--- src/rtl/alu_seq_core.sv ---
// alu_seq_core: WIDTH-bit multi-cycle ALU, shift-add MUL, optional restoring DIV.
// Define ALU_DIV_EN to turn op 0 into an unsigned divider (else op 0 = A+B).
module alu_seq_core #(
  parameter int WIDTH = 8
) (
  input  logic               clk,
  input  logic               res,
  input  logic               in_valid,
  output logic               in_ready,
  input  logic [WIDTH-1:0]   A,
  input  logic [WIDTH-1:0]   B,
  input  logic [3:0]         select,
  output logic               out_valid,
  output logic [2*WIDTH-1:0] out,
  output logic               flag_zero,
  output logic               flag_carry,
  output logic               flag_dz
);

  localparam int W2 = 2 * WIDTH;
  localparam int CW = $clog2(WIDTH);
  localparam logic [CW-1:0] LAST = CW'(WIDTH - 1);

  typedef enum logic [1:0] {
    IDLE = 2'd0,
    MUL  = 2'd1,
`ifdef ALU_DIV_EN
    DIV  = 2'd2,
`endif
    DONE = 2'd3
  } state_t;

  state_t           state;
  logic [CW-1:0]    cnt;
  logic [W2-1:0]    p;
  logic [WIDTH-1:0] a_r;

  logic [WIDTH:0]   sum;
  logic [WIDTH-1:0] a_sub_b;
  logic [WIDTH-1:0] b_sub_a;
  logic [W2-1:0]    alu_res;
  logic             alu_carry;

  logic [WIDTH:0]   mul_sum;
  logic [W2-1:0]    mul_next;

  assign in_ready = (state == IDLE);

  assign sum     = {1'b0, A} + {1'b0, B};
  assign a_sub_b = A - B;
  assign b_sub_a = B - A;

  function automatic logic [W2-1:0] zx(input logic [WIDTH-1:0] v);
    return {{WIDTH{1'b0}}, v};
  endfunction

  // Single-cycle result from the live operands; used only on accept
  always_comb begin
    alu_res   = '0;
    alu_carry = 1'b0;
    case (select)
`ifdef ALU_DIV_EN
      4'd1: begin
`else
      4'd0, 4'd1: begin
`endif
        alu_res   = {{(WIDTH-1){1'b0}}, sum};
        alu_carry = sum[WIDTH];
      end
      4'd2: begin
        alu_res   = zx(a_sub_b);
        alu_carry = (A < B);
      end
      4'd3: begin
        alu_res   = zx(b_sub_a);
        alu_carry = (B < A);
      end
      4'd5:  alu_res = zx(A & B);
      4'd6:  alu_res = zx(A | B);
      4'd7:  alu_res = zx(A ^ B);
      4'd8:  alu_res = zx({1'b0, A[WIDTH-1:1]});
      4'd9:  alu_res = zx({A[WIDTH-2:0], 1'b0});
      4'd10: alu_res = zx({1'b0, B[WIDTH-1:1]});
      4'd11: alu_res = zx({B[WIDTH-2:0], 1'b0});
      4'd12: alu_res = zx({A[WIDTH-1], A[WIDTH-1:1]});
      4'd13: alu_res = zx({B[WIDTH-1], B[WIDTH-1:1]});
      4'd14: alu_res = {{(W2-1){1'b0}}, (A == B)};
      4'd15: alu_res = {{(W2-1){1'b0}}, (A > B)};
      default: alu_res = '0;
    endcase
  end

  // p = {partial product, remaining multiplier bits}
  assign mul_sum  = {1'b0, p[W2-1:WIDTH]} + {1'b0, (p[0] ? a_r : '0)};
  assign mul_next = {mul_sum, p[WIDTH-1:1]};

`ifdef ALU_DIV_EN
  // p = {partial remainder, dividend shifting into quotient}
  logic [WIDTH-1:0] b_r;
  logic [WIDTH:0]   dv_t;
  logic             dv_ge;
  logic [WIDTH-1:0] dv_sub;
  logic [W2-1:0]    div_next;

  assign dv_t     = {p[W2-1:WIDTH], p[WIDTH-1]};
  assign dv_ge    = (dv_t >= {1'b0, b_r});
  assign dv_sub   = dv_t[WIDTH-1:0] - b_r;
  assign div_next = {(dv_ge ? dv_sub : dv_t[WIDTH-1:0]),
                     p[WIDTH-2:0], dv_ge};
`else
  assign flag_dz = 1'b0;
`endif

  // Control FSM with registered result, valid pulse and flags
  always_ff @(posedge clk) begin
    if (res) begin
      state      <= IDLE;
      cnt        <= '0;
      p          <= '0;
      a_r        <= '0;
      out        <= '0;
      out_valid  <= 1'b0;
      flag_zero  <= 1'b0;
      flag_carry <= 1'b0;
`ifdef ALU_DIV_EN
      b_r        <= '0;
      flag_dz    <= 1'b0;
`endif
    end else begin
      out_valid <= 1'b0;
      case (state)
        IDLE: begin
          if (in_valid) begin
            cnt <= '0;
            if (select == 4'd4) begin
              state <= MUL;
              a_r   <= A;
              p     <= zx(B);
            end
`ifdef ALU_DIV_EN
            else if (select == 4'd0) begin
              state <= DIV;
              b_r   <= B;
              p     <= zx(A);
            end
`endif
            else begin
              state      <= DONE;
              out_valid  <= 1'b1;
              out        <= alu_res;
              flag_zero  <= (alu_res == '0);
              flag_carry <= alu_carry;
`ifdef ALU_DIV_EN
              flag_dz    <= 1'b0;
`endif
            end
          end
        end
        MUL: begin
          p   <= mul_next;
          cnt <= cnt + 1'b1;
          if (cnt == LAST) begin
            state      <= DONE;
            out_valid  <= 1'b1;
            out        <= mul_next;
            flag_zero  <= (mul_next == '0);
            flag_carry <= 1'b0;
`ifdef ALU_DIV_EN
            flag_dz    <= 1'b0;
`endif
          end
        end
`ifdef ALU_DIV_EN
        DIV: begin
          p   <= div_next;
          cnt <= cnt + 1'b1;
          if (cnt == LAST) begin
            state      <= DONE;
            out_valid  <= 1'b1;
            out        <= div_next;
            flag_zero  <= (div_next == '0);
            flag_carry <= 1'b0;
            flag_dz    <= (b_r == '0);
          end
        end
`endif
        DONE:    state <= IDLE;
        default: state <= IDLE;
      endcase
    end
  end

endmodule

--- config.mk ---
export PLATFORM = sky130hd
export DESIGN_NAME = alu_seq_core
export DESIGN_NICKNAME = d
export VERILOG_FILES = /design/src/rtl/alu_seq_core.sv
export SDC_FILE = /design/constraint.sdc
export NUM_CORES = 1
export LEC_CHECK = 0
export BUFFER_PORTS_ARGS = -buffer_cell sky130_fd_sc_hd__buf_2
export CORE_ASPECT_RATIO = 1.5
export CORE_MARGIN = 10
export CORE_UTILIZATION = 45
export CTS_BUF_LIST = sky130_fd_sc_hd__clkbuf_2 sky130_fd_sc_hd__clkbuf_4 sky130_fd_sc_hd__clkbuf_8
export DETAILED_ROUTE_END_ITERATION = 8
export SLEW_MARGIN = 20
export SYNTH_ARGS = -nofsm -noshare
export SYNTH_HDL_FRONTEND = slang
export SYNTH_SLANG_ARGS = --single-unit
--- constraint.sdc ---
create_clock -name clk -period 6 [get_ports clk]
set_clock_uncertainty 0.1 [all_clocks]
set_input_delay 0.3 -clock clk [delete_from_list [all_inputs] [get_ports clk]]
set_output_delay 0.3 -clock clk [all_outputs]
set_load 0.1 [all_outputs]
==> results.md <==
* Outcome: finished clean
* Final Cycle Share at 0.520
* Post-detailed-routing wire length at 14700 um
* All-layer global routing usage at 0.203
* Largest fanout on the critical path at 14
* IO Pins at 44
* Cell Area, Synth at about 4300 um^2
* Final TNS setup at 0 ns
* Flop pwr share at 0.397
* Initial Util at 0.464
* Placed Area at between 4000 and 5000 um^2
* Clock-pin slew on the worst setup and hold paths at around 0.10 ns
* Initial DRC count at 342
* Post-synth EDFFs at 0
* Int Pwr at roughly 0.51 mW
* RSZ-0062 raised after global routing: false
* Synth Warn # at 0
* Die area at 14100 um^2
* Req. time, crit path at 6.07 ns
* Drt first pass iters at 5
* Clock sinks at 48
* Layout area overhead at 7.29%
* Input/output buffers at between 40 and 50
* Design area at 4660 um^2
* Vias at 4445
* First-pass GRT wire length at 23000 um
* Final hold viol count at 0
* Mean post-synth cell area at 7.56 um^2
* Max clock buf depth at 2
* Max_slew headroom at 0.408
* Cells after synthesis at between 500 and 600
* Max cap viols at 0
* Post-synth top area share at 0.221
* CTS H-Tree Depth at 2
* Largest net degree at the start of global routing at 50
* Critical Path Source Type: primary input
* Post-CTS Resized at 0
* Total chip power at roughly 0.86 mW
* Seq/Total Area, Yosys at 0.221
* Hold-fix buffers at CTS at 0
* HPWL after detailed placement at approximately 11000 um
* DRT antenna net count at 0
* Total CTS buffers at 5
* Total grt overflow at 0
* Synthesized flop and latch total at between 40 and 50
* Clk network pwr share at 0.236
* HP Start: in_valid
* Commonest cells after routing, fill and taps aside: nor2_1 (76), a21oi_1 (64), dfxtp_1 (48)
* CTS tree: built
* Core box area at 9360 um^2
* Die X at around 100 um
* Placed cells at between 600 and 700
* Area leader, netlist: dfxtp_1
* Fin crit period at a little over 3 ns
* Per-cell routed wire length at 20.9 um
* CP Launch Point: A[4]
* Synth cell types at 66
* Crit. End Element: register
* Final setup fails at 0
* Max Clk Rate at ~0.32 GHz
* Post-layout net count at 660
* WS Path Type: primary input to register
* Later-pin clock latency in the skew report at 0.32 ns
* Maximum VDD drop at 0.275 mV
* Mapped Nets at roughly 650
* Root buffer cell: clkbuf_8
* Fraction of layout cells with a size suffix above 1 at 0.110
* Fraction of registers with async set/reset at 0
* Crit path DAT at 3.19 ns
* Antenna violations before repair at 0
* Top cells by area, synth: dfxtp_1 (22%), ha_1 (12%), a21oi_1 (7.4%)
* Comb pwr share at 0.367
* Slew @ Worst Pin at 0.889 ns
* FP Rows at 43
* Fin cells at 703
* Placer congestion estimate at 1.01
* Setup Fix Bufs, Post-CTS at 0
* Ant diodes at 0
* Worst min-delay path class: primary input to register
* Commonest non-fill, non-tap cell in the layout: nor2_1
* DRC Markers at 0
* Psw at 0.350 mW
* Chip height at 140 um
* Switch share at 0.407
* Hold Slack at 0.263 ns
* Worst r2r src: p[0]
* Max Slew Vio Count at 0
* LEAKAGE at 1.96 nW
* Number of global-route vias before repair at 4289
* Predominant post-synthesis flop cell: dfxtp_1
* Drt via density at 6.32
* PD cells at about 180 nW/um^2
-- metrics by stage --
step | utilization | setup slack [ns]
final | 0.498 | 2.88
after global routing | 0.498 | 2.71
after CTS | 0.498 | 2.89
after detailed placement | 0.488 | 2.61
after global placement | 0.488 | 2.62
after floorplan | - | 2.60
-- per-layer routing --
| layer | vias to the layer above | wire length [um] | global-route usage |
|---|---|---|---|
| met4 | 0 | 812 | 0.117 |
| met1 | 2103 | 5580 | 0.225 |
| met2 | 165 | 7550 | 0.355 |
| li1 | 2122 | - | - |
| met3 | 55 | 746 | 0.0266 |
| met5 | - | 0 | 0 |
-- cells by family (layout without fill, tap and decap cells) --
group,count (synthesis),in the layout,synth area share
XOR/XNOR,8,8,0.0161
AND/OR/NAND/NOR,207,207,0.249
adder cells (fa/ha/maj),47,47,0.142
AO/OA/AOI/OAI,185,185,0.283
multiplexers,10,10,0.0239
other,1,1,0.000863
flip-flops,48,48,0.221
buffers and inverters,69,85,0.0639
-- state kept, by name, summed over array words and instances (netlist names) --
| register | count |
|---|---|
| flag_zero | 1 |
| cnt | 3 |
| out | 16 |
| p | 16 |
| flag_carry | 1 |
| out_valid | 1 |
| state | 2 |
| a_r | 8 |
-- power by group through the flow --
stage / registers (mW) / logic [mW] / clock network (mW)
after global routing: 0.343 / 0.340 / 0.215
after global placement: 0.348 / 0.309 / 0
after CTS: 0.341 / 0.311 / 0.206
after detailed placement: 0.348 / 0.310 / 0
after floorplan: 0.389 / 0.186 / 0
final: 0.341 / 0.315 / 0.202
-- worst max-delay path: stages --
cell      delay, ns
buf_2          0.13
inv_1          0.09
ha_1           0.51
or4_1          0.70
nor4b_1        0.50
nor2_1         0.10
a211oi_1       0.55
a211o_1        0.24
a21oi_1        0.07
-- final cells by class --
type	instances	area, um^2
fillers	990	4700
repair buffers	46	240
well taps	112	140
clock buffers	5	68.8
inverters	31	116
clock inverters	3	21.3
flip-flops and latches	48	961
multi-input cells	458	3110
-- Yosys cell counts, types with 6 or more instances --
cell,count
nor2_1,76
a21oi_1,64
dfxtp_1,48
ha_1,43
inv_1,31
nand2_1,27
o21ai_0,24
clkbuf_1,20
a211oi_1,14
nand2b_1,14
buf_2,12
nor2b_1,12
nor3_1,12
and2_1,11
a22oi_1,10
or3_1,9
mux2i_1,7
nand3_1,7
nand4_1,7
a211o_1,6
a221oi_1,6
nand3b_1,6
xnor2_1,6
-- worst paths after layout --
| path | depth (start not counted) | slack [ns] | to |
|---|---|---|---|
| worst max-delay path | 9 | 2.88 | out[0] |
| worst min-delay path | 3 | 0.26 | state[0] |
| worst max register to register | 10 | 2.89 | flag_zero |
| worst min register to register | 2 | 0.35 | out[14] |
Power figures use the tool's default switching activity.
